$ cat config.mk
export PLATFORM = sky130hd
export DESIGN_NAME = fetch_unit
export DESIGN_NICKNAME = d
export VERILOG_FILES = /design/src/rtl/fetch_unit_pkg.sv /design/src/rtl/fetch_req_queue.sv /design/src/rtl/fetch_unit.sv
export SDC_FILE = /design/constraint.sdc
export NUM_CORES = 1
export LEC_CHECK = 0
export BUFFER_PORTS_ARGS = -buffer_cell sky130_fd_sc_hd__buf_4
export CAP_MARGIN = 20
export CORE_UTILIZATION = 45
export DETAILED_ROUTE_END_ITERATION = 10
export MAX_ROUTING_LAYER = met4
export PLACE_DENSITY_LB_ADDON = 0.15
export SYNTH_ARGS = -nofsm -noshare
export SYNTH_HDL_FRONTEND = slang
export SYNTH_HIERARCHICAL = 1
export SYNTH_SLANG_ARGS = --single-unit
$ cat constraint.sdc
create_clock -name clock -period 9.7 [get_ports clock]
set_input_delay 1.94 -clock clock [delete_from_list [all_inputs] [get_ports clock]]
set_output_delay 1.94 -clock clock [all_outputs]
set_load 0.1 [all_outputs]
$ cat src/rtl/fetch_unit_pkg.sv
// rtl/fetch_unit_pkg.sv - shared types and constants for the fetch unit
package fetch_unit_pkg;

  localparam int FETCH_WIDTH     = 4;
  localparam int INST_BUFF_DEPTH = 16;

  typedef struct packed {
    logic [31:0] inst;
    logic [31:0] PC;
    logic [31:0] NPC;
    logic        valid;
  } INST_PACKET;

  // One in-flight memory request: group address, first useful slot, path epoch
  typedef struct packed {
    logic [27:0] addr;
    logic [1:0]  offset;
    logic        epoch;
  } FETCH_REQ;

endpackage

$ cat src/rtl/fetch_req_queue.sv
// rtl/fetch_req_queue.sv - in-order FIFO of outstanding fetch requests
module fetch_req_queue
  import fetch_unit_pkg::*;
#(
  parameter int DEPTH = 4  // power of two, at least 2
) (
  input  logic                       clock,
  input  logic                       reset,
  input  logic                       push,
  input  FETCH_REQ                   push_data,
  input  logic                       pop,
  output FETCH_REQ                   pop_data,
  output logic                       full,
  output logic                       empty,
  output logic [$clog2(DEPTH+1)-1:0] count
);

  localparam int PW = $clog2(DEPTH);
  localparam int CW = $clog2(DEPTH + 1);

  FETCH_REQ        slots [DEPTH];
  logic [PW-1:0]   wr_ptr;
  logic [PW-1:0]   rd_ptr;
  logic            do_push;
  logic            do_pop;

  assign full     = (count == CW'(DEPTH));
  assign empty    = (count == '0);
  assign do_push  = push & ~full;
  assign do_pop   = pop & ~empty;
  assign pop_data = slots[rd_ptr];

  // Pointers wrap naturally because DEPTH is a power of two
  always_ff @(posedge clock or negedge reset) begin
    if (!reset) begin
      wr_ptr <= '0;
      rd_ptr <= '0;
      count  <= '0;
    end else begin
      if (do_push) wr_ptr <= wr_ptr + PW'(1);
      if (do_pop)  rd_ptr <= rd_ptr + PW'(1);
      if (do_push && !do_pop)      count <= count + CW'(1);
      else if (!do_push && do_pop) count <= count - CW'(1);
    end
  end

  // Entry storage needs no reset; only slots below count are ever read
  always_ff @(posedge clock) begin
    if (do_push) slots[wr_ptr] <= push_data;
  end

  // A response with nothing outstanding means memory and fetch disagree
  assert property (@(posedge clock) disable iff (!reset) pop |-> !empty);

endmodule

$ cat src/rtl/fetch_unit.sv
// rtl/fetch_unit.sv - sequential instruction fetch feeding the instruction buffer
module fetch_unit
  import fetch_unit_pkg::*;
#(
  parameter int          DEPTH           = INST_BUFF_DEPTH,
  parameter int          MAX_OUTSTANDING = 4,
  parameter logic [31:0] RESET_PC        = 32'h0
) (
  input  logic                           clock,
  input  logic                           reset,
  input  logic                           br_en,
  input  logic [31:0]                    br_target,
  input  logic [$clog2(DEPTH+1)-1:0]     open_entries,
  output logic                           mem_req_valid,
  output logic [31:0]                    mem_req_addr,
  input  logic                           mem_req_ready,
  input  logic                           mem_resp_valid,
  input  logic [127:0]                   mem_resp_data,
  output INST_PACKET [FETCH_WIDTH-1:0]   out_insts,
  output logic [2:0]                     num_accept
);

  localparam int LW = $clog2(MAX_OUTSTANDING + 2);

  logic [31:0]                          pc;
  logic                                 epoch;
  logic [LW-1:0]                        live_cnt;
  logic                                 fire;
  logic                                 presenting;
  logic                                 resp_live;
  logic                                 q_full;
  logic                                 q_empty;
  logic [$clog2(MAX_OUTSTANDING+1)-1:0] unused_q_count;
  logic                                 unused_pc_bits;
  logic [31:0]                          need_slots;
  FETCH_REQ                             head;
  FETCH_REQ                             push_req;
  INST_PACKET [FETCH_WIDTH-1:0]         pack;
  logic [2:0]                           pack_cnt;

  // Four buffer slots are held back for every group still in flight
  assign need_slots     = (32'(live_cnt) + 32'd1) << 2;
  assign mem_req_valid  = reset & ~br_en & ~q_full & (32'(open_entries) >= need_slots);
  assign mem_req_addr   = {pc[31:4], 4'b0};
  assign fire           = mem_req_valid & mem_req_ready;
  assign presenting     = (num_accept != 3'd0);
  assign resp_live      = mem_resp_valid & ~br_en & ~q_empty & (head.epoch == epoch);
  assign push_req       = '{addr: pc[31:4], offset: pc[3:2], epoch: epoch};
  assign unused_pc_bits = ^pc[1:0];

  fetch_req_queue #(.DEPTH(MAX_OUTSTANDING)) u_req_queue (
    .clock     (clock),
    .reset     (reset),
    .push      (fire),
    .push_data (push_req),
    .pop       (mem_resp_valid),
    .pop_data  (head),
    .full      (q_full),
    .empty     (q_empty),
    .count     (unused_q_count)
  );

  // Shift the returned group down so the first useful slot lands in lane 0
  always_comb begin
    pack     = '0;
    pack_cnt = 3'd4 - {1'b0, head.offset};
    for (int i = 0; i < FETCH_WIDTH; i++) begin
      if ((i + int'(head.offset)) < FETCH_WIDTH) begin
        pack[i].inst  = mem_resp_data[{2'(i) + head.offset, 5'b0} +: 32];
        pack[i].PC    = {head.addr, 4'b0} + 32'(4 * (i + int'(head.offset)));
        pack[i].NPC   = pack[i].PC + 32'd4;
        pack[i].valid = 1'b1;
      end
    end
  end

  // PC, epoch and live-group accounting; a redirect overrides everything
  always_ff @(posedge clock or negedge reset) begin
    if (!reset) begin
      pc       <= RESET_PC;
      epoch    <= 1'b0;
      live_cnt <= '0;
    end else if (br_en) begin
      pc       <= br_target;
      epoch    <= ~epoch;
      live_cnt <= '0;
    end else begin
      if (fire) pc <= {pc[31:4] + 28'd1, 4'b0};
      if (fire && !presenting)      live_cnt <= live_cnt + LW'(1);
      else if (!fire && presenting) live_cnt <= live_cnt - LW'(1);
    end
  end

  // Output register holds a group for exactly one cycle, then clears
  always_ff @(posedge clock or negedge reset) begin
    if (!reset) begin
      out_insts  <= '0;
      num_accept <= 3'd0;
    end else if (resp_live) begin
      out_insts  <= pack;
      num_accept <= pack_cnt;
    end else begin
      out_insts  <= '0;
      num_accept <= 3'd0;
    end
  end

endmodule

## Yosys cells after proc, flatten, opt, wreduce, memory -nomap -nowiden

Memories as Yosys holds them, arrays and structs flattened.
Cells that the tools add are included.
Widths: inputs -> output; s select.

- Input port bits: 170
- Bits in writable memories: 124
- Output and inout bits: 424
- Memories kept: 1
- Register bits after elaboration: 434
- Word-level logic and storage cells: 99

Memories:

| name | depth | bits a word | read ports | clocked after memory_dff | write ports | RTL line | source |
|---|---|---|---|---|---|---|---|
| u_req_queue.slots | 4 | 31 | 1 | 0 | 1 | fetch_req_queue.sv:21 | `FETCH_REQ slots [DEPTH];` |

- Bitwise logic cells: 13
- Equal/unequal tests: 2
- Multiplexer cells: 15
- $add $sub $neg: 23
- Shifts and indexed selects: 4
- $lt $le $gt $ge: 5
- Reductions and logical operators: 13

Operators with widths:

| kind | number |
|---|---|
| $shiftx 128x8->32 | 4 |
| $mux 388 | 1 |
| $mux 97 | 4 |
| $add 32x3->32 const B | 4 |
| $add 32x5->32 | 3 |
| $lt 32x4->1 const B | 3 |
| $mux 32 | 2 |
| $add 32x4->32 | 1 |
| $add 28x1->28 const B | 1 |
| $mux 3 | 6 |
| $and 1x1->1 | 9 |
| $add 2x2->3 const A | 2 |
| $add 3x1->3 const B | 2 |
| $ge 5x6->1 | 1 |
| $reduce_bool 3->1 | 2 |
| $sub 3x1->3 const B | 2 |
| $add 2x1->2 const B | 2 |
| $add 2x2->2 const A | 2 |
| $add 3x1->4 const B | 1 |
| $logic_and 1x1->1 | 4 |
| $logic_not 1->1 | 4 |
| $not 1->1 | 4 |
| $reduce_bool 2->1 | 2 |
| $add 1x2->3 const A | 1 |
| other kinds (7) | 8 |

## Logic depth before layout (Yosys ltp)

- Word-level depth: 10
- Mapped depth: 22
- Mapped depth without buffers: 14

## Cells and area by module

Netlist, hierarchy kept.

Modules (own cells, without submodules):

| module | sequential area each (sq um) | area an instance (sq um) | instances | cells each |
|---|---|---|---|---|
| fetch_unit | 10034.6 | 20387.1 | 1 | 1844 |
| fetch_req_queue | 3898.7 | 4914.7 | 1 | 199 |

## Worst setup path before layout

Ideal clock, no wire load.

- Path type: register to register
- Start: register u_req_queue.rd_ptr[0]
- End: register out_insts[320] (netlist name)
- Required time: 9.575 ns
- Path slack: 3.389 ns
- Period minus slack after synthesis: 6.311 ns
- Path buffers: 8
- Arrival time: 6.186 ns
- Stages on the path, launching flop included: 22
- Setup time: 0.125 ns
- Cells stage by stage: dfrtp_1 > buf_6 > buf_6 > mux4_2 > clkbuf_1 > clkbuf_1 > clkbuf_1 > buf_1 > clkbuf_1 > inv_1 > ha_1 > clkbuf_1 > inv_1 > ha_1 > ha_1 > nand3_1 > or2_2 > or4_1 > a22oi_2 > nand4b_1 > nor4b_1 > mux2_2

RTL lines:

| item | RTL line | source |
|---|---|---|
| from (decl) | fetch_req_queue.sv:23 | `logic [PW-1:0] rd_ptr;` |
| from (signal assigned) | fetch_req_queue.sv:41 | `if (do_pop) rd_ptr <= rd_ptr + PW'(1);` |
| to (signal assigned) | fetch_unit.sv:100 | `out_insts <= pack;` |
| to (decl) | fetch_unit.sv:19 | `output INST_PACKET [FETCH_WIDTH-1:0] out_insts,` |

==> results.json <==
{
  "total_power_mw": 10.7,
  "grt_pass1_vias": 18167,
  "dr_total_vias": 18601,
  "slew_headroom_pct": 29.2,
  "hpwlAfterDp_mm": 57.2,
  "post-route-period-util_pct": 70.0,
  "clock_latency_ns": 0.62,
  "finClkSkew_ns": 0.0215,
  "routabilityCongestion": 0.931,
  "synth_ff_type": "dfrtp_1",
  "ys_seq_elements": 532,
  "nNetsFinal": 2724,
  "setup-violations-final": 0,
  "worst_setup_path_start_kind": "register",
  "firstDrtPassIters": 5,
  "yosys_warnings": 6,
  "crit_path_end_kind": "register",
  "peakVddDrop_uv": 184,
  "synth_edf_count": 124,
  "avgSynthCellArea_um2": 12.4,
  "grt_pass1_wl_mm": 117,
  "antenna_found_initial": 2,
  "io_buffers": 571,
  "die_w_um": 239,
  "netlist_instances": 2043,
  "dp.cells": 3217,
  "max_freq_mhz": 147,
  "initial_core_util_pct": 45.7,
  "synth_top_family_by_area": "simple AND/OR/NAND/NOR gates",
  "clkSinkCount": 532,
  "drc": 0,
  "synth-adder-area-share_pct": 1.48,
  "grt_overflow": 0,
  "yosysSeqAreaShare_pct": 55.1,
  "wire_per_inst_um": 24.0,
  "rsz0062_at_grt": "false",
  "cts_hold_buf": 0,
  "status": "complete, no violations",
  "power.leakage_nw": 14.5,
  "detail-route-antenna-nets": 0,
  "finalHoldViolCount": 0,
  "fin_setup_tns_ns": 0,
  "report.final.slew_viol_count": 0,
  "cp.required_ns": 10.19,
  "root_buffer": "clkbuf_16",
  "grt_max_degree": 143,
  "maxCapViolCount": 0,
  "final_util_pct": 57.3,
  "hp-class": "register to register",
  "rows": 86,
  "synth_compound_area_share_pct": 3.99,
  "synth.area.mux_share_pct": 13.5,
  "final_cells": 3322,
  "postCtsSetupBuffers": 0,
  "cts_max_level": 2,
  "die-height_um": 239,
  "finalWorstSetupSlack_ns": 2.91,
  "synth_xor_area_share_pct": 4.88,
  "netlist_area_um2": 25300,
  "totalWireLength_mm": 79.6,
  "fin_crit_ns": 6.79,
  "most-common-layout-cells": "buf_4, dfrtp_1, nor2_1",
  "areaGrowthSynthToFinish_pct": 25.3,
  "drtIter0Drc": 1429,
  "cts_tree": "yes",
  "cts_buffers": 54,
  "cp.arrival_ns": 7.28,
  "worstSetupPathType": "register to register",
  "crit_fanout": 38,
  "powerDensity_nw_per_um2": 339,
  "clockBufferDepth": 3,
  "ys_async_sr_fraction_pct": 76.7,
  "clk_pin_slew_ns": 0.06,
  "layout_commonest_cell": "buf_4",
  "synth-simple-area-share_pct": 16.4,
  "tightest_slew_ns": 1.06,
  "drive_above_1_share_pct": 33.4,
  "grtUsageTotal_pct": 28.6,
  "cts_resized": 0,
  "dp_slack_ns": 2.86,
  "design.core.area_um2": 55300,
  "viasPerCell": 5.60,
  "pin_count": 594,
  "ys_types": 77,
  "dieArea_um2": 57200
}
cell usage after synthesis, types with 20 or more instances:
library cell | instances | share of area, %
a21oi_1 | 26 | 0.51
and2_1 | 113 | 2.8
and3_1 | 83 | 2.1
buf_1 | 20 | 0.30
buf_4 | 67 | 2.0
clkbuf_1 | 81 | 1.2
dfrtp_1 | 408 | 40
edfxtp_1 | 124 | 15
ha_1 | 26 | 1.3
inv_1 | 35 | 0.52
mux2i_1 | 34 | 1.3
mux4_2 | 127 | 11
nand2_1 | 89 | 1.3
nand3_1 | 41 | 0.81
nor2_1 | 226 | 3.4
nor3_1 | 55 | 1.1
nor4_1 | 30 | 0.74
o21ai_0 | 57 | 1.1
or3_1 | 36 | 0.89
xnor2_1 | 88 | 3.0
xor2_1 | 53 | 1.8
report_power, final:
group / leakage, nW / total (mW) / switching, mW / internal [mW]
logic: 6.86 / 5.73 / 4.12 / 1.61
registers: 6.70 / 2.80 / 0.191 / 2.61
clock network: 0.906 / 2.20 / 0.918 / 1.29
sequential cells by signal, indices dropped and copies added, names as in the netlist:
signal              flops
out_insts             365
u_req_queue/slots     124
pc                     30
live_cnt                3
u_req_queue/count       3
num_accept              2
u_req_queue/rd_ptr      2
u_req_queue/wr_ptr      2
epoch                   1
worst paths after layout:
path / startpoint / to / slack [ns] / cells after the start
min in group asynchronous: reset / out_insts[369]$_DFF_PN0_ / 1.25 / 1
worst min register to register: u_req_queue/count[2]$_DFFE_PN0P_ / u_req_queue/count[2]$_DFFE_PN0P_ / 0.49 / 1
worst min-delay path: u_req_queue/count[2]$_DFFE_PN0P_ / u_req_queue/count[2]$_DFFE_PN0P_ / 0.49 / 1
max in group asynchronous: reset / pc[31]$_DFFE_PN0P_ / 5.89 / 4
worst max-delay path: u_req_queue/rd_ptr[0]$_DFFE_PN0P_ / out_insts[320]$_DFF_PN0_ / 2.91 / 16
worst max register to register: u_req_queue/rd_ptr[0]$_DFFE_PN0P_ / out_insts[320]$_DFF_PN0_ / 2.91 / 16
per-stage QoR:
step,hold slack [ns],area (um2)
2_1_floorplan,0.456,25400
3_3_place_gp,0.474,29800
3_5_place_dp,0.486,29800
4_1_cts,0.494,31700
5_1_grt,0.532,31700
6_report,0.490,31700
metal layers:
metal | track usage [%] | share of wire, %
met2 | 43.3 | 47
met4 | 10.2 | 3.5
met5 | - | 0
met1 | 39.1 | 42
met3 | 4.55 | 6.7
logic make-up after synthesis:
family          after synthesis
xor+xnor                    141
flops                       532
fa+ha+maj                    29
simple gates                778
compound gates              156
buf+inv                     226
mux                         180
other cells                   1
worst max-delay path, cell delays in order (launching register included):
cell	delay, ns
dfrtp_2	0.33
buf_4	0.51
mux4_2	0.34
buf_4	0.60
inv_1	0.53
ha_1	0.33
buf_4	0.29
inv_1	0.25
ha_1	0.33
ha_1	0.29
nand3_1	0.30
nor3_1	0.46
xnor2_1	0.21
or4_1	0.64
nor4_2	0.47
nor4b_1	0.33
mux2_2	0.38
cell type report:
class	instances	area [um2]
sequential	532	13900
clock inverter	35	440
timing repair buffer	598	4530
clock buffer	67	1450
inverter	36	136
multi-input combinational	1304	10300
tap	748	936
fill	4704	23600
antenna	2	5.00
(Power assumes the default switching activity.)
